<file path="config.mk">
export PLATFORM = sky130hd
export DESIGN_NAME = btb_update_ctrl_flat
export DESIGN_NICKNAME = d
export VERILOG_FILES = /design/src/rtl/btb_update_ctrl_if.sv /design/src/rtl/btb_update_ctrl.sv /design/src/flat_wrapper.sv
export SDC_FILE = /design/constraint.sdc
export NUM_CORES = 1
export LEC_CHECK = 0
export CAP_MARGIN = 40
export CORE_ASPECT_RATIO = 0.6
export CORE_MARGIN = 2
export CORE_UTILIZATION = 55
export DETAILED_ROUTE_END_ITERATION = 10
export GPL_TIMING_DRIVEN = 0
export PLACE_DENSITY = 0.82
export SETUP_SLACK_MARGIN = 0.15
export SLEW_MARGIN = 20
export SYNTH_ARGS = -nofsm -noshare
export SYNTH_HDL_FRONTEND = slang
export SYNTH_SLANG_ARGS = --single-unit
</file>
<file path="constraint.sdc">
create_clock -name clk -period 10.37 [get_ports clk]
set_clock_uncertainty 0.15 [all_clocks]
set_input_delay 2.074 -clock clk [delete_from_list [all_inputs] [get_ports clk]]
set_output_delay 2.074 -clock clk [all_outputs]
set_load 0.01 [all_outputs]
</file>
<file path="src/rtl/btb_update_ctrl_if.sv">
// Bundled request, BTB write-port and status signals of btb_update_ctrl.
// BTB_UPD_STATS_EN adds the issued/coalesced/blocked statistic counters.
interface btb_update_ctrl_if #(
  parameter int PTR_W = 2
);
  logic             ex_valid;
  logic             ex_ready;
  logic [31:0]      ex_pc;
  logic [31:0]      ex_target;
  logic             id_valid;
  logic             id_ready;
  logic [31:0]      id_pc;
  logic [31:0]      id_target;
  logic             flush;
  logic             btb_stall;
  logic             btb_write;
  logic [31:0]      btb_pc;
  logic [31:0]      btb_target;
  logic             btb_branch;
  logic [PTR_W:0]   count;
  logic             full;
`ifdef BTB_UPD_STATS_EN
  logic [15:0]      issued_cnt;
  logic [15:0]      coalesced_cnt;
  logic [15:0]      blocked_cnt;

  modport master (
    output ex_valid, ex_pc, ex_target, id_valid, id_pc, id_target, flush, btb_stall,
    input  ex_ready, id_ready, btb_write, btb_pc, btb_target, btb_branch, count, full,
    input  issued_cnt, coalesced_cnt, blocked_cnt
  );
  modport slave (
    input  ex_valid, ex_pc, ex_target, id_valid, id_pc, id_target, flush, btb_stall,
    output ex_ready, id_ready, btb_write, btb_pc, btb_target, btb_branch, count, full,
    output issued_cnt, coalesced_cnt, blocked_cnt
  );
`else
  modport master (
    output ex_valid, ex_pc, ex_target, id_valid, id_pc, id_target, flush, btb_stall,
    input  ex_ready, id_ready, btb_write, btb_pc, btb_target, btb_branch, count, full
  );
  modport slave (
    input  ex_valid, ex_pc, ex_target, id_valid, id_pc, id_target, flush, btb_stall,
    output ex_ready, id_ready, btb_write, btb_pc, btb_target, btb_branch, count, full
  );
`endif
endinterface

</file>
<file path="src/rtl/btb_update_ctrl.sv">
// BTB update scheduler: EX/ID request FIFO with tail coalescing, one BTB write per cycle.
// Optional statistics counters are enabled with BTB_UPD_STATS_EN.
module btb_update_ctrl #(
  parameter int DEPTH = 4,
  parameter int PTR_W = 2
) (
  input  logic               clk,
  input  logic               rst_n,
  btb_update_ctrl_if.slave   bus
);
  localparam logic [PTR_W:0] LP_FULL = (PTR_W+1)'(DEPTH);
  localparam logic [PTR_W:0] LP_ONE  = (PTR_W+1)'(1);

  logic [31:0]      r_pc_mem  [DEPTH];
  logic [31:0]      r_tgt_mem [DEPTH];
  logic             r_br_mem  [DEPTH];

  logic [PTR_W-1:0] r_head;
  logic [PTR_W-1:0] r_tail;
  logic [PTR_W:0]   r_count;
  logic             r_btb_write;
  logic [31:0]      r_btb_pc;
  logic [31:0]      r_btb_target;
  logic             r_btb_branch;

  logic             w_full;
  logic             w_nonempty;
  logic             w_pop;
  logic [PTR_W-1:0] w_tail_idx;
  logic [PTR_W-1:0] w_wr_idx;
  logic [31:0]      w_in_pc;
  logic [31:0]      w_in_target;
  logic             w_in_branch;
  logic             w_tail_popped;
  logic             w_hit;
  logic             w_accept_ok;
  logic             w_ex_ready;
  logic             w_id_ready;
  logic             w_enq;
  logic             w_push;

  assign w_full        = (r_count == LP_FULL);
  assign w_nonempty    = (r_count != '0);
  assign w_pop         = w_nonempty & ~bus.btb_stall & ~bus.flush;
  assign w_tail_idx    = r_tail - 1'b1;

  // EX wins the single enqueue slot, so the compare uses whichever source is selected
  assign w_in_pc       = bus.ex_valid ? bus.ex_pc     : bus.id_pc;
  assign w_in_target   = bus.ex_valid ? bus.ex_target : bus.id_target;
  assign w_in_branch   = bus.ex_valid;

  // With one entry left the tail is also the head; merging into it while it issues would be lost
  assign w_tail_popped = w_pop & (r_count == LP_ONE);
  assign w_hit         = w_nonempty & (w_in_pc == r_pc_mem[w_tail_idx]) & ~w_tail_popped;

  assign w_accept_ok   = ~bus.flush & (~w_full | w_hit);
  assign w_ex_ready    = bus.ex_valid & w_accept_ok;
  assign w_id_ready    = bus.id_valid & ~bus.ex_valid & w_accept_ok;
  assign w_enq         = w_ex_ready | w_id_ready;
  assign w_push        = w_enq & ~w_hit;
  assign w_wr_idx      = w_hit ? w_tail_idx : r_tail;

  always_ff @(posedge clk) begin
    if (w_enq) begin
      r_pc_mem[w_wr_idx]  <= w_in_pc;
      r_tgt_mem[w_wr_idx] <= w_in_target;
      r_br_mem[w_wr_idx]  <= w_in_branch;
    end
  end

  always_ff @(posedge clk or negedge rst_n) begin
    if (!rst_n) begin
      r_head  <= '0;
      r_tail  <= '0;
      r_count <= '0;
    end else if (bus.flush) begin
      r_head  <= '0;
      r_tail  <= '0;
      r_count <= '0;
    end else begin
      if (w_push) r_tail <= r_tail + 1'b1;
      if (w_pop)  r_head <= r_head + 1'b1;
      r_count <= r_count + (PTR_W+1)'(w_push) - (PTR_W+1)'(w_pop);
    end
  end

  // Write strobe is registered; the data registers hold between issues
  always_ff @(posedge clk or negedge rst_n) begin
    if (!rst_n) begin
      r_btb_write  <= 1'b0;
      r_btb_pc     <= '0;
      r_btb_target <= '0;
      r_btb_branch <= 1'b1;
    end else begin
      r_btb_write <= w_pop;
      if (w_pop) begin
        r_btb_pc     <= r_pc_mem[r_head];
        r_btb_target <= r_tgt_mem[r_head];
        r_btb_branch <= r_br_mem[r_head];
      end
    end
  end

  assign bus.ex_ready   = w_ex_ready;
  assign bus.id_ready   = w_id_ready;
  assign bus.btb_write  = r_btb_write;
  assign bus.btb_pc     = r_btb_pc;
  assign bus.btb_target = r_btb_target;
  assign bus.btb_branch = r_btb_branch;
  assign bus.count      = r_count;
  assign bus.full       = w_full;

`ifdef BTB_UPD_STATS_EN
  logic [15:0] r_issued_cnt;
  logic [15:0] r_coalesced_cnt;
  logic [15:0] r_blocked_cnt;
  logic        w_blocked;

  assign w_blocked = (bus.ex_valid | bus.id_valid) & ~w_enq;

  // Saturating counters; flush clears them like the queue
  always_ff @(posedge clk or negedge rst_n) begin
    if (!rst_n) begin
      r_issued_cnt    <= '0;
      r_coalesced_cnt <= '0;
      r_blocked_cnt   <= '0;
    end else if (bus.flush) begin
      r_issued_cnt    <= '0;
      r_coalesced_cnt <= '0;
      r_blocked_cnt   <= '0;
    end else begin
      if (r_btb_write && r_issued_cnt != 16'hFFFF)     r_issued_cnt    <= r_issued_cnt + 16'd1;
      if (w_enq && w_hit && r_coalesced_cnt != 16'hFFFF) r_coalesced_cnt <= r_coalesced_cnt + 16'd1;
      if (w_blocked && r_blocked_cnt != 16'hFFFF)      r_blocked_cnt   <= r_blocked_cnt + 16'd1;
    end
  end

  assign bus.issued_cnt    = r_issued_cnt;
  assign bus.coalesced_cnt = r_coalesced_cnt;
  assign bus.blocked_cnt   = r_blocked_cnt;
`endif
endmodule

</file>
<file path="src/flat_wrapper.sv">
// flat-port wrapper written by rule: the top's interface ports become plain ports
module btb_update_ctrl_flat 
#(
  parameter int DEPTH = 4,
  parameter int PTR_W = 2
)
  (clk, rst_n, bus_ex_valid, bus_ex_pc, bus_ex_target, bus_id_valid, bus_id_pc, bus_id_target, bus_flush, bus_btb_stall, bus_ex_ready, bus_id_ready, bus_btb_write, bus_btb_pc, bus_btb_target, bus_btb_branch, bus_count, bus_full);
  btb_update_ctrl_if #(.PTR_W(PTR_W)) bus_i ();
  input  logic clk;
  input  logic rst_n;
  input wire logic [$bits(bus_i.ex_valid)-1:0] bus_ex_valid;
  input wire logic [$bits(bus_i.ex_pc)-1:0] bus_ex_pc;
  input wire logic [$bits(bus_i.ex_target)-1:0] bus_ex_target;
  input wire logic [$bits(bus_i.id_valid)-1:0] bus_id_valid;
  input wire logic [$bits(bus_i.id_pc)-1:0] bus_id_pc;
  input wire logic [$bits(bus_i.id_target)-1:0] bus_id_target;
  input wire logic [$bits(bus_i.flush)-1:0] bus_flush;
  input wire logic [$bits(bus_i.btb_stall)-1:0] bus_btb_stall;
  output wire logic [$bits(bus_i.ex_ready)-1:0] bus_ex_ready;
  output wire logic [$bits(bus_i.id_ready)-1:0] bus_id_ready;
  output wire logic [$bits(bus_i.btb_write)-1:0] bus_btb_write;
  output wire logic [$bits(bus_i.btb_pc)-1:0] bus_btb_pc;
  output wire logic [$bits(bus_i.btb_target)-1:0] bus_btb_target;
  output wire logic [$bits(bus_i.btb_branch)-1:0] bus_btb_branch;
  output wire logic [$bits(bus_i.count)-1:0] bus_count;
  output wire logic [$bits(bus_i.full)-1:0] bus_full;
  assign bus_i.ex_valid = bus_ex_valid;
  assign bus_i.ex_pc = bus_ex_pc;
  assign bus_i.ex_target = bus_ex_target;
  assign bus_i.id_valid = bus_id_valid;
  assign bus_i.id_pc = bus_id_pc;
  assign bus_i.id_target = bus_id_target;
  assign bus_i.flush = bus_flush;
  assign bus_i.btb_stall = bus_btb_stall;
  assign bus_ex_ready = bus_i.ex_ready;
  assign bus_id_ready = bus_i.id_ready;
  assign bus_btb_write = bus_i.btb_write;
  assign bus_btb_pc = bus_i.btb_pc;
  assign bus_btb_target = bus_i.btb_target;
  assign bus_btb_branch = bus_i.btb_branch;
  assign bus_count = bus_i.count;
  assign bus_full = bus_i.full;
  btb_update_ctrl #(.DEPTH(DEPTH), .PTR_W(PTR_W)) u_core (.clk(clk), .rst_n(rst_n), .bus(bus_i));
endmodule
</file>
* After elaboration in Yosys (flattened, before gate mapping)
Memory sizes are Yosys's and may differ from the RTL's. A register that Yosys moved wholly into a read port is not among the register bits.
Index checks and enable logic that the tools add are counted.
** Word-level totals
- Register bits after elaboration :: 8
- Bits in writable memories :: 260
- Output and inout port bits :: 72
- Logic and storage cells :: 49
- Memories :: 3
** Memory list
- u_core.r_pc_mem :: depth 4, width 32, rd ports 2, clocked after Yosys merged registers in 1, write ports 1, RTL line btb_update_ctrl.sv:14 : logic [31:0] r_pc_mem [DEPTH];
- u_core.r_tgt_mem :: depth 4, width 32, rd ports 1, clocked after Yosys merged registers in 1, write ports 1, RTL line btb_update_ctrl.sv:15 : logic [31:0] r_tgt_mem [DEPTH];
- u_core.r_br_mem :: depth 4, width 1, rd ports 1, clocked after Yosys merged registers in 1, write ports 1, RTL line btb_update_ctrl.sv:16 : logic r_br_mem [DEPTH];
** Operators by class
- Add/subtract/negate cells :: 5
- Eq/ne operators :: 3
- Multiplexer cells :: 10
- Bitwise operators :: 18
- Reductions and logical operators :: 6
** Operators by type and width (count)
- $mux W32 :: 2
- $eq A32 B32 Y1 :: 1
- $and A1 B1 Y1 :: 10
- $mux W2 :: 5
- $not A1 Y1 :: 6
- $add A2 B1 Y2 const B :: 2
- $reduce_bool A2 Y1 :: 2
- $add A3 B1 Y3 :: 1
- $eq A3 B1 Y1 const B :: 1
- $eq A3 B3 Y1 const B :: 1
- $logic_not A1 Y1 :: 3
- $mux W3 :: 1
- $reduce_bool A3 Y1 :: 1
- $sub A3 B1 Y3 :: 1
- $mux W1 :: 2
- $or A1 B1 Y1 :: 2
- $sub A2 B1 Y2 const B :: 1

* Depth between registers and ports, before layout
Gate-level depths: netlist of the first run.
- Word-level depth :: 14
- Depth in mapped cells :: 14
- Mapped depth without buffers :: 11

* Least setup slack after synthesis of the first run
No wires, ideal clock.
- Path kind :: input-to-reg
- Start :: input port bus_ex_valid
- End :: memory u_core.r_br_mem[3], enable pin
- Setup time :: 584 ps
- Arrival :: 8409 ps
- Required time :: 9636 ps
- Setup slack :: 1227 ps
- Stages on the path :: 7
- Path buffers :: 2
- Cells stage by stage :: buf_1 -> clkbuf_1 -> mux2_2 -> xnor2_1 -> nand3b_1 -> nor3_4 -> o31ai_1
** Between the ends
- Cells in the longest elaborated chain, start to end :: 10
- Elaborated cells between the ends (all ways) :: 14
- Classes of those cells :: 1 x eq/ne; 4 x mux; 9 x bitwise
** Ends and longest elaborated chain
- start: declaration :: RTL line flat_wrapper.sv:11 : input wire logic [$bits(bus_i.ex_valid)-1:0] bus_ex_valid;
- $mux W32 (*) :: RTL line btb_update_ctrl.sv:48 : assign w_in_pc = bus.ex_valid ? bus.ex_pc : bus.id_pc;
- via u_core.w_in_pc[18] :: RTL line btb_update_ctrl.sv:31 : logic [31:0] w_in_pc;
- $eq A32 B32 Y1 (*) :: RTL line btb_update_ctrl.sv:54 : assign w_hit = w_nonempty & (w_in_pc == r_pc_mem[w_tail_idx]) & ~w_tail_popped;
- $and A1 B1 Y1 (*) (2 in series) :: RTL line btb_update_ctrl.sv:54
- $or A1 B1 Y1 :: RTL line btb_update_ctrl.sv:56 : assign w_accept_ok = ~bus.flush & (~w_full | w_hit);
- $and A1 B1 Y1 :: RTL line btb_update_ctrl.sv:56
- $and A1 B1 Y1 (on tied branches) :: RTL line btb_update_ctrl.sv:57, btb_update_ctrl.sv:58
- $or A1 B1 Y1 :: RTL line btb_update_ctrl.sv:59 : assign w_enq = w_ex_ready | w_id_ready;
- $mux W1 :: RTL line btb_update_ctrl.sv:64 : if (w_enq) begin
- $mux W1 (implied by the code) :: RTL line btb_update_ctrl.sv:67 : r_br_mem[w_wr_idx] <= w_in_branch;
- end: declaration :: RTL line btb_update_ctrl.sv:16
Mark *: on every way through the listed nets, which the timed path passes. The rest lies on a longest branch.

* Worst setup path after layout of the first run
- Start :: input port bus_ex_valid
- End :: output port bus_id_ready
** Between the ends
- Cells in the longest elaborated chain, start to end :: 7
- Elaborated cells between the ends (all ways) :: 9
- Classes of those cells :: 1 x eq/ne; 1 x mux; 7 x bitwise
** Ends and longest elaborated chain
- $mux W32 :: RTL line btb_update_ctrl.sv:48
- via u_core.w_in_pc[19] :: RTL line btb_update_ctrl.sv:31
- $eq A32 B32 Y1 :: RTL line btb_update_ctrl.sv:54
- $and A1 B1 Y1 (2 in series) :: RTL line btb_update_ctrl.sv:54
- $or A1 B1 Y1 :: RTL line btb_update_ctrl.sv:56
- $and A1 B1 Y1 :: RTL line btb_update_ctrl.sv:56
- $and A1 B1 Y1 :: RTL line btb_update_ctrl.sv:58 : assign w_id_ready = bus.id_valid & ~bus.ex_valid & w_accept_ok;
- end: declaration :: RTL line flat_wrapper.sv:20 : output wire logic [$bits(bus_i.id_ready)-1:0] bus_id_ready;
The timed path passes the listed nets, and every way through them passes these cells.

==> flow_metrics.py, run 1 <==
metrics = {
    "cts": {
        "postCtsHoldBufs": 0,
        "clkSinkCount": 333,
        "ctsResizeCount": 0,
        "cts_tree": "yes",
        "cts_root_buffer": "clkbuf_16",
        "clock_latency_ps": 560,
        "clk_path_buf_depth": 3,
        "cts_max_level": 1,
        "clk_pin_slew_ps": 60,
        "cts_buffers": 30,
        "cts_setup_buffers": 0,
    },
    "yosys": {
        "ys.warnings.count": 0,
        "synth_flop_cell": "edfxtp_1",
        "syn_area_per_cell_um2": 20.2,
        "synth_seq_cells": 333,
        "yosys.area.top_type_share_pct": 55.0,
        "synthArstFlopShare_pct": 21.9,
        "syn_nets": 841,
        "netlist_instances": 704,
        "syn_area_um2": 14200,
        "ys_top_cells_by_area": "edfxtp_1, mux4_2, dfrtp_1",
        "yosysTopAreaCell": "edfxtp_1",
        "seq_area_frac_synth_pct": 67.9,
        "synthTopCellsByCount": "edfxtp_1, mux2_2, mux4_2, dfrtp_1, xnor2_1",
        "ys_types": 38,
        "synth_most_common_cell": "edfxtp_1",
        "synth_edf_count": 260,
    },
    "setup_path": {
        "worst-setup-path-type": "input port to output port",
        "cp-start-kind": "input port",
        "crit_path_end_kind": "output port",
        "critical_path.max_stage_delay_ps": 790,
        "cp_num_buf_inv": 4,
        "cp_cell_sequence": "clkdlybuf4s50_1 > buf_1 > mux2_2 > xnor2_1 > nand4_1 > or4_1 > buf_2 > nor3_4 > o211a_1 > clkdlybuf4s50_1",
        "cp_slowest_cell": "clkdlybuf4s50_1",
        "crit_required_ps": 8150,
        "path_common_cell": "clkdlybuf4s50_1",
        "cp_top_family": "buffers and inverters",
        "ff2ff_setup_slack_ps": 5260,
        "critPathArrivalTime_ps": 6720,
        "crit_path_max_fanout": 10,
    },
    "grt": {
        "antenna_found_initial": 1,
        "grt_max_degree": 44,
        "grt_remaining_overflow": 0,
        "grt_pass1_vias": 8154,
        "grt_pass1_wl_um": 49400,
        "grt.total_usage_pct": 24.9,
    },
    "sta": {
        "slew_headroom_pct": 43.8,
        "fmax_mhz": 112,
        "hold_viol": 0,
        "rsz0062_at_grt": "no",
        "fin_ws_ps": 1420,
        "setup_violations": 0,
        "fin_crit_sh_pct": 86.3,
        "worst_slew_pin_slew_ps": 842,
        "fin_tns_setup_ps": 0,
        "finalMaxSlewViolations": 0,
        "period_minus_slack_ps": 8950,
    },
    "finish": {
        "fillers": 1525,
        "layout.cells.non_filler": 1321,
        "syn_to_final_growth_pct": 28.6,
        "final_util_pct": 72.1,
        "drive_gt1_share_pct": 31.7,
        "finalNetCount": 1105,
        "diodes": 0,
        "finish.instance_area_um2": 18300,
    },
    "detailed_routing": {
        "drt_iter0_drc": 677,
        "dr.pass1.iters": 5,
        "routed_via_density": 5.95,
        "drc": 0,
        "antenna_left": 0,
        "wl_um": 33000,
        "num_vias": 7862,
        "wire_per_inst_um": 25.0,
    },
    "placed_design": {
        "gp_congestion": 0.813,
        "io_buffers": 205,
        "placed_area_um2": 17100,
        "dp_cells": 1261,
        "place_hpwl_um": 22900,
        "dp_slack_ps": 1500,
    },
    "floorplanning": {
        "dieArea_um2": 27100,
        "core_um2": 25300,
        "die_w_um": 211,
        "row_count": 45,
        "dieHeight_um": 128,
        "ioPinCount": 206,
        "start_util_pct": 56.0,
    },
    "pwr": {
        "cellLeakagePower_nw": 6.20,
        "power.density_nw_per_um2": 250,
        "peakVddDrop_mv": 0.162,
    },
    "worst_hold_path": {
        "min-delay-path-class": "register to register",
    },
    "run_status": {
        "status": "finished, final reports clean",
    },
    "job": {
        "cap_violations": 0,
    },
}
-- path summary, 6_finish.rpt --
path                                               start                         to  cells past startpoint
worst max-delay path                        bus_ex_valid               bus_id_ready                     10
worst min-delay path            u_core.bus.btb_target[1]   u_core.bus.btb_target[1]                      1
worst max register to register          u_core.r_tail[1]    u_core.r_tgt_mem[2][31]                     11
worst min register to register  u_core.bus.btb_target[1]   u_core.bus.btb_target[1]                      1
max in group asynchronous                          rst_n      u_core.bus.btb_pc[21]                      2
min in group asynchronous                          rst_n  u_core.bus.btb_target[10]                      1
-- layer usage --
layer / global-route usage (%) / up-vias / share of wire [%]
met5: 0 / - / 0
met4: 5.10 / 0 / 1.5
met3: 5.20 / 36 / 8.1
met2: 39.2 / 356 / 47
met1: 36.9 / 4080 / 44
li1: - / 3390 / -
-- worst reg2reg max path, delay by kind of cell, from the launching register on --
family	cells	cell delay, ps
muxes	2	1190
DFF	1	390
and+or+nand+nor	3	1400
buffers and inverters	5	1320
xor gates and xnor gates	1	360
-- final cells by class --
type                            instances  area [um^2]  area share (%)
Buffer                                 41          180           0.987
Clock buffer                           40          850            4.65
Clock inverter                         16          238            1.30
Inverter                                6         22.5           0.123
Multi-Input combinational cell        324         4390            24.1
Sequential cell                       333         9640            52.8
Tap cell                              329          412            2.25
Timing Repair Buffer                  232         2530            13.8
-- registers in the layout, indices dropped and copies added, names as in the netlist, 2 cells and up --
signal / flops
u_core.bus.btb_pc: 32
u_core.bus.btb_target: 32
u_core.bus.count: 3
u_core.r_br_mem: 4
u_core.r_head: 2
u_core.r_pc_mem: 128
u_core.r_tail: 2
u_core.r_tgt_mem: 128
-- cell usage in the layout, fill, tap and decap left out, types with 2 or more instances in the layout --
cell and n:
a21oi_1 4, buf_1 16, buf_16 9, buf_2 3, buf_4 2, buf_6 13
buf_8 6, bufinv_16 6, clkbuf_1 24, clkbuf_16 31, clkbuf_8 4, clkdlybuf4s50_1 204
clkinv_1 2, clkinv_2 5, clkinv_4 2, dfrtp_1 72, edfxtp_1 260, ha_1 2
inv_1 6, mux2_2 129, mux2i_4 2, mux4_2 96, nand2_1 10, nand3_1 4
nand3b_1 2, nand4_1 7, nor2_1 11, o211a_1 2, o21ai_1 2, or4_1 4
xnor2_1 34, xor2_1 2
-- stage by stage --
stage / power (mW) / hold slack (ps)
CTS: 4.59 / 358
floorplan: 2.69 / 400
global route: 4.76 / 373
detailed placement: 3.37 / 343
finish: 4.56 / 356
global placement: 3.27 / 337
-- power by group --
| group | internal, mW | switching [mW] | leakage [nW] |
|---|---|---|---|
| combinational | 0.832 | 0.660 | 2.42 |
| sequential | 1.73 | 0.126 | 3.24 |
| clock | 0.725 | 0.482 | 0.533 |
-- cell families (layout without fill, tap and decap cells) --
logic type	Yosys count	after routing	synth area share [%]
buffers and inverters	47	335	1.43
and+or+nand+nor	45	45	1.76
AOI/OAI and AO/OA	11	11	0.485
muxes	229	229	25.9
DFF	333	333	67.9
adders and majority gates	3	3	0.317
xor gates and xnor gates	36	36	2.22
(Power assumes the default switching activity.)
==> run 2: changes to the inputs <==
--- a/config.mk
+++ b/config.mk
@@ -8,10 +8,10 @@
 export CAP_MARGIN = 40
 export CORE_ASPECT_RATIO = 0.6
 export CORE_MARGIN = 2
-export CORE_UTILIZATION = 55
+export CORE_UTILIZATION = 49
 export DETAILED_ROUTE_END_ITERATION = 10
 export GPL_TIMING_DRIVEN = 0
-export PLACE_DENSITY = 0.82
+export PLACE_DENSITY = 0.77
 export SETUP_SLACK_MARGIN = 0.15
 export SLEW_MARGIN = 20
 export SYNTH_ARGS = -nofsm -noshare
==> constraint.sdc (replaced) <==
create_clock -name clk -period 7.35 [get_ports clk]
set_clock_uncertainty 0.15 [all_clocks]
set_input_delay 1.47 -clock clk [delete_from_list [all_inputs] [get_ports clk]]
set_output_delay 1.47 -clock clk [all_outputs]
set_load 0.01 [all_outputs]
==> run 2 against run 1 <==
Compared with the run above:
- total power rose by 38%
- worst hold slack got worse by 2.3 ps
- final area barely moved
- critical path depth did not move
- critical endpoint is now bus_ex_ready
- largest power group unchanged
==> flow_metrics.py, run 2 (synthesis gave the netlist of run 1 again) <==
metrics = {
    "sta": {
        "finalMaxSlewViolations": 0,
        "hold_viol": 0,
        "worst_slew_pin_slew_ps": 842,
        "fin_crit_sh_pct": 96.4,
        "setup_violations": 0,
        "period_minus_slack_ps": 7080,
        "rsz0062_at_grt": "no",
        "slew_headroom_pct": 43.8,
        "fin_tns_setup_ps": 0,
        "fmax_mhz": 141,
    },
    "grt": {
        "grt_pass1_vias": 8158,
        "grt_pass1_wl_um": 48400,
        "grt.total_usage_pct": 21.6,
        "met2_usage_pct": 33.0,
        "grt_max_degree": 46,
        "gr-usage-met3_pct": 3.96,
        "antenna_found_initial": 2,
        "grt_remaining_overflow": 0,
        "globalRouteMet1Util_pct": 32.7,
        "grt_busiest_layer": "met2",
    },
    "pwr": {
        "cellLeakagePower_nw": 6.16,
        "power.density_nw_per_um2": 344,
        "total_power_mw": 6.28,
        "peakVddDrop_mv": 0.181,
    },
    "finish": {
        "regArea_um2": 9640,
        "final_util_pct": 63.7,
        "syn_to_final_growth_pct": 28.6,
        "final_cell_mix": "edfxtp_1, clkdlybuf4s50_1, mux2_2",
        "final_common_cell": "edfxtp_1",
        "finalNetCount": 1106,
        "multi_input_area_um2": 4390,
        "top_regs": "u_core.r_pc_mem: 128 flops, u_core.r_tgt_mem: 128 flops",
        "drive_gt1_share_pct": 31.4,
        "fillers": 2000,
    },
    "detailed_routing": {
        "routed_via_density": 5.69,
        "drc": 0,
        "wire_per_inst_um": 23.3,
        "num_vias": 7787,
        "antenna_left": 0,
        "wl_um": 31900,
        "drt_iter0_drc": 564,
        "dr.pass1.iters": 5,
    },
    "floorplanning": {
        "start_util_pct": 49.5,
        "core_um2": 28600,
        "row_count": 48,
        "dieHeight_um": 136,
        "dieArea_um2": 30400,
        "die_w_um": 224,
        "ioPinCount": 206,
    },
    "setup_path": {
        "cp_slowest_cell": "clkdlybuf4s50_1",
        "cp-start-kind": "input port",
        "crit_path_max_fanout": 10,
        "worst-setup-path-type": "input port to output port",
        "worstReg2RegEnd": "u_core.r_pc_mem[0][16]",
        "regToRegStartpoint": "u_core.r_tail[1]",
        "path_common_cell": "clkdlybuf4s50_1",
        "r2r_cells": 11,
        "ff2ff_setup_slack_ps": 2460,
        "critPathArrivalTime_ps": 5460,
        "crit_required_ps": 5730,
        "cp_num_buf_inv": 4,
        "crit_path_end_kind": "output port",
        "critical_path.max_stage_delay_ps": 740,
        "cp_top_family": "buffers and inverters",
        "cp_cell_sequence": "clkdlybuf4s50_1 > clkbuf_4 > mux2_2 > xnor2_1 > nand4_1 > or4_1 > buf_2 > nor3_4 > o211a_1 > clkdlybuf4s50_1",
    },
    "placed_design": {
        "gp_congestion": 0.769,
        "place_hpwl_um": 22200,
        "io_buffers": 205,
    },
    "cts": {
        "cts_buffers": 30,
        "cts_max_level": 1,
        "clk_pin_slew_ps": 60,
        "postCtsHoldBufs": 0,
        "cts_root_buffer": "clkbuf_16",
        "cts_tree": "yes",
        "clkSinkCount": 333,
        "clk_path_buf_depth": 3,
        "clock_latency_ps": 560,
    },
    "run_status": {
        "status": "finished, final reports clean",
    },
    "worst_hold_path": {
        "min_from": "u_core.bus.btb_target[0]",
        "hold_end": "u_core.bus.btb_target[0]",
        "min-delay-path-class": "register to register",
        "hold_depth": 1,
    },
    "job": {
        "cap_violations": 0,
    },
}
[run 2: per-layer routing]
layer  up-vias  routed length, um
li1       3391                  -
met1      4084              14800
met2       270              14500
met3        42               1970
met4         0                649
met5         -                  0
[run 2: report_power, final]
group,internal [mW],switching (mW),total [mW]
clock,0.912,0.669,1.58
sequential,2.45,0.170,2.62
combinational,1.17,0.912,2.08
[run 2: layout make-up]
type	count	area share (%)
flip-flops and latches	333	52.8
multi-input cells	324	24.1
repair buffers	233	13.9
clock buffers	40	4.66
well taps	375	2.57
plain buffers	41	1.01
clock inverters	15	0.802
inverters	6	0.123
diodes	2	0.0274
[run 2: timing repair]
item / 4_1_cts / 5_1_grt
pin swaps: 1 / 0
setup buffers: 2 / 0
setup endpoints to repair: 2 / 2
hold endpoints to repair: 0 / 0
resized for setup: 2 / 1
[run 2: worst max-delay path by stage]
stage / end / startpoint / slack (ps) / cells after the start
after floorplan: u_core.r_br_mem[2] / bus_ex_valid / -180 / 8
after global placement: u_core.r_tgt_mem[2][1] / bus_ex_valid / -4770 / 9
after detailed placement: bus_ex_ready / bus_ex_valid / -280 / 10
after CTS: bus_ex_ready / bus_ex_valid / 260 / 10
after global routing: bus_ex_ready / bus_ex_valid / 170 / 10
final: bus_ex_ready / bus_ex_valid / 270 / 10
[run 2: metrics by stage]
step           std cells  setup WS, ps  area (um^2)  hold slack [ps]
2_1_floorplan        704          -177        14200              400
3_3_place_gp        1284         -4770        16700              339
3_5_place_dp        1309          -283        17200              342
4_1_cts             1366           260        18200              356
5_1_grt             1369           168        18200              364
6_report            1369           265        18200              354
==> run 3: changes to the inputs <==
--- a/config.mk
+++ b/config.mk
@@ -8,10 +8,12 @@
 export CAP_MARGIN = 40
 export CORE_ASPECT_RATIO = 0.6
 export CORE_MARGIN = 2
-export CORE_UTILIZATION = 49
+export CORE_UTILIZATION = 51
+export CTS_BUF_LIST = sky130_fd_sc_hd__clkbuf_4 sky130_fd_sc_hd__clkbuf_8
 export DETAILED_ROUTE_END_ITERATION = 10
+export GPL_ROUTABILITY_DRIVEN = 0
 export GPL_TIMING_DRIVEN = 0
-export PLACE_DENSITY = 0.77
+export PLACE_DENSITY = 0.8
 export SETUP_SLACK_MARGIN = 0.15
 export SLEW_MARGIN = 20
 export SYNTH_ARGS = -nofsm -noshare
==> run 3 against run 2 <==
Compared with the run above:
- worst setup slack improved by 140 ps
- combinational power hardly changed
- sequential power about the same
- maximum frequency increased by 2.1%
- sequential share of layout area about the same
- cell count is 2.2% higher
- critical endpoint is now bus_id_ready
- largest cell class unchanged
==> flow_metrics.py, run 3 (synthesis gave the netlist of run 1 again) <==
metrics = {
    "sta": {
        "slew_headroom_pct": 42.7,
        "period_minus_slack_ps": 6940,
        "worst_slew_pin_slew_ps": 860,
        "setup_violations": 0,
        "fin_ws_ps": 409,
        "rsz0062_at_grt": "no",
        "finalMaxSlewViolations": 0,
        "hold_viol": 0,
        "fmax_mhz": 144,
        "fin_crit_sh_pct": 94.4,
    },
    "cts": {
        "clk_path_buf_depth": 3,
        "clock_latency_ps": 590,
        "clk_pin_slew_ps": 60,
        "cts_buffers": 48,
        "cts_tree": "yes",
        "postCtsHoldBufs": 0,
        "clkSinkCount": 333,
        "cts_max_level": 2,
        "cts_root_buffer": "clkbuf_8",
    },
    "run_status": {
        "status": "finished, final reports clean",
    },
    "finish": {
        "diodes": 0,
        "finish.instance_area_um2": 18200,
        "top_regs": "u_core.r_pc_mem: 128 flops, u_core.r_tgt_mem: 128 flops",
        "final_cell_mix": "edfxtp_1, clkdlybuf4s50_1, mux2_2",
        "finalNetCount": 1129,
        "drive_gt1_share_pct": 34.3,
        "final_common_cell": "edfxtp_1",
        "syn_to_final_growth_pct": 28.6,
    },
    "placed_design": {
        "dp_slack_ps": -398,
        "place_hpwl_um": 23200,
        "placed_area_um2": 17200,
        "io_buffers": 205,
    },
    "floorplanning": {
        "dieArea_um2": 29200,
        "die_w_um": 219,
        "row_count": 47,
        "dieHeight_um": 133,
        "start_util_pct": 51.7,
        "ioPinCount": 206,
        "core_um2": 27500,
    },
    "grt": {
        "grt_remaining_overflow": 0,
        "grt_pass1_wl_um": 50000,
        "grt_max_degree": 42,
        "grt.total_usage_pct": 23.2,
        "grt_pass1_vias": 8514,
        "antenna_found_initial": 0,
    },
    "setup_path": {
        "critPathArrivalTime_ps": 5320,
        "crit_path_max_fanout": 10,
        "ff2ff_setup_slack_ps": 2560,
        "crit_required_ps": 5730,
        "critical_path.max_stage_delay_ps": 680,
        "cp_slowest_cell": "buf_1",
        "worst-setup-path-type": "input port to output port",
        "cp_num_buf_inv": 4,
        "cp_top_family": "buffers and inverters",
        "cp_cell_sequence": "dlygate4sd2_1 > buf_1 > mux2_2 > xnor2_1 > nand4_1 > or4_1 > buf_2 > nor3_4 > o211a_1 > clkdlybuf4s50_1",
        "crit_path_end_kind": "output port",
        "cp-start-kind": "input port",
    },
    "detailed_routing": {
        "dr.pass1.iters": 5,
        "drt_iter0_drc": 667,
        "wl_um": 32700,
        "antenna_left": 0,
        "num_vias": 7979,
        "wire_per_inst_um": 23.4,
        "routed_via_density": 5.70,
        "drc": 0,
    },
    "pwr": {
        "cellLeakagePower_nw": 6.23,
        "peakVddDrop_mv": 0.182,
        "power.density_nw_per_um2": 340,
    },
    "job": {
        "cap_violations": 0,
    },
    "worst_hold_path": {
        "min-delay-path-class": "register to register",
    },
}
==> run 3: per-layer routing <==
metal  vias up  track usage [%]  share of wire [%]
met1      4134             35.1                 45
met5         -                0                  0
met4         0             5.48                1.5
li1       3447                -                  -
met2       351             33.7                 45
met3        47             6.30                9.0
==> run 3: where the power goes <==
| part | switching (mW) | internal (mW) |
|---|---|---|
| logic | 0.914 | 1.17 |
| registers | 0.180 | 2.45 |
| clock network | 0.694 | 0.803 |
==> run 3: timing repair <==
item                       4_1_cts  5_1_grt
hold endpoints to repair         0        0
gates resized for setup          2        1
pin swaps                        1        0
setup endpoints to repair        2        2
setup buffers                    2        0
==> run 3: area by class of cell <==
type / count / area (um^2)
buffer: 41 / 181
clock buffer: 74 / 881
clock inverter: 16 / 106
fill: 1869 / 9220
inverter: 6 / 22.5
multi-input combinational: 324 / 4400
sequential: 333 / 9640
tap: 367 / 459
timing repair buffer: 238 / 2560
==> run 3: worst register-to-register path, stage by stage, from the launching register on <==
cell and delay (ps):
dfrtp_1 400, buf_1 550, mux4_2 450, xnor2_2 260, nand4_1 300, or4_1 600, buf_2 180, nor3_4 270
buf_4 230, mux2i_4 640, buf_8 250, buf_16 170
==> run 3: worst paths after layout <==
kind,from,end,cells after the start
min,u_core.bus.btb_pc[4],u_core.bus.btb_pc[4],1
max,bus_ex_valid,bus_id_ready,10
min reg2reg,u_core.bus.btb_pc[4],u_core.bus.btb_pc[4],1
max in group asynchronous,rst_n,u_core.bus.btb_branch,2
max reg2reg,u_core.r_tail[1],u_core.r_tgt_mem[0][8],11
min in group asynchronous,rst_n,u_core.bus.btb_target[12],1
==> run 3: stage by stage <==
| step | hold slack (ps) | cells | power (mW) | util [%] | TNS (ps) |
|---|---|---|---|---|---|
| 2_1_floorplan | 400 | 704 | 3.80 | - | -23040 |
| 3_3_place_gp | 337 | 1276 | 4.63 | 60.8 | -833630 |
| 3_5_place_dp | 344 | 1305 | 4.75 | 62.7 | -793 |
| 4_1_cts | 358 | 1397 | 6.26 | 66.3 | 0 |
| 5_1_grt | 362 | 1399 | 6.50 | 66.4 | 0 |
| 6_report | 352 | 1399 | 6.21 | 66.4 | 0 |
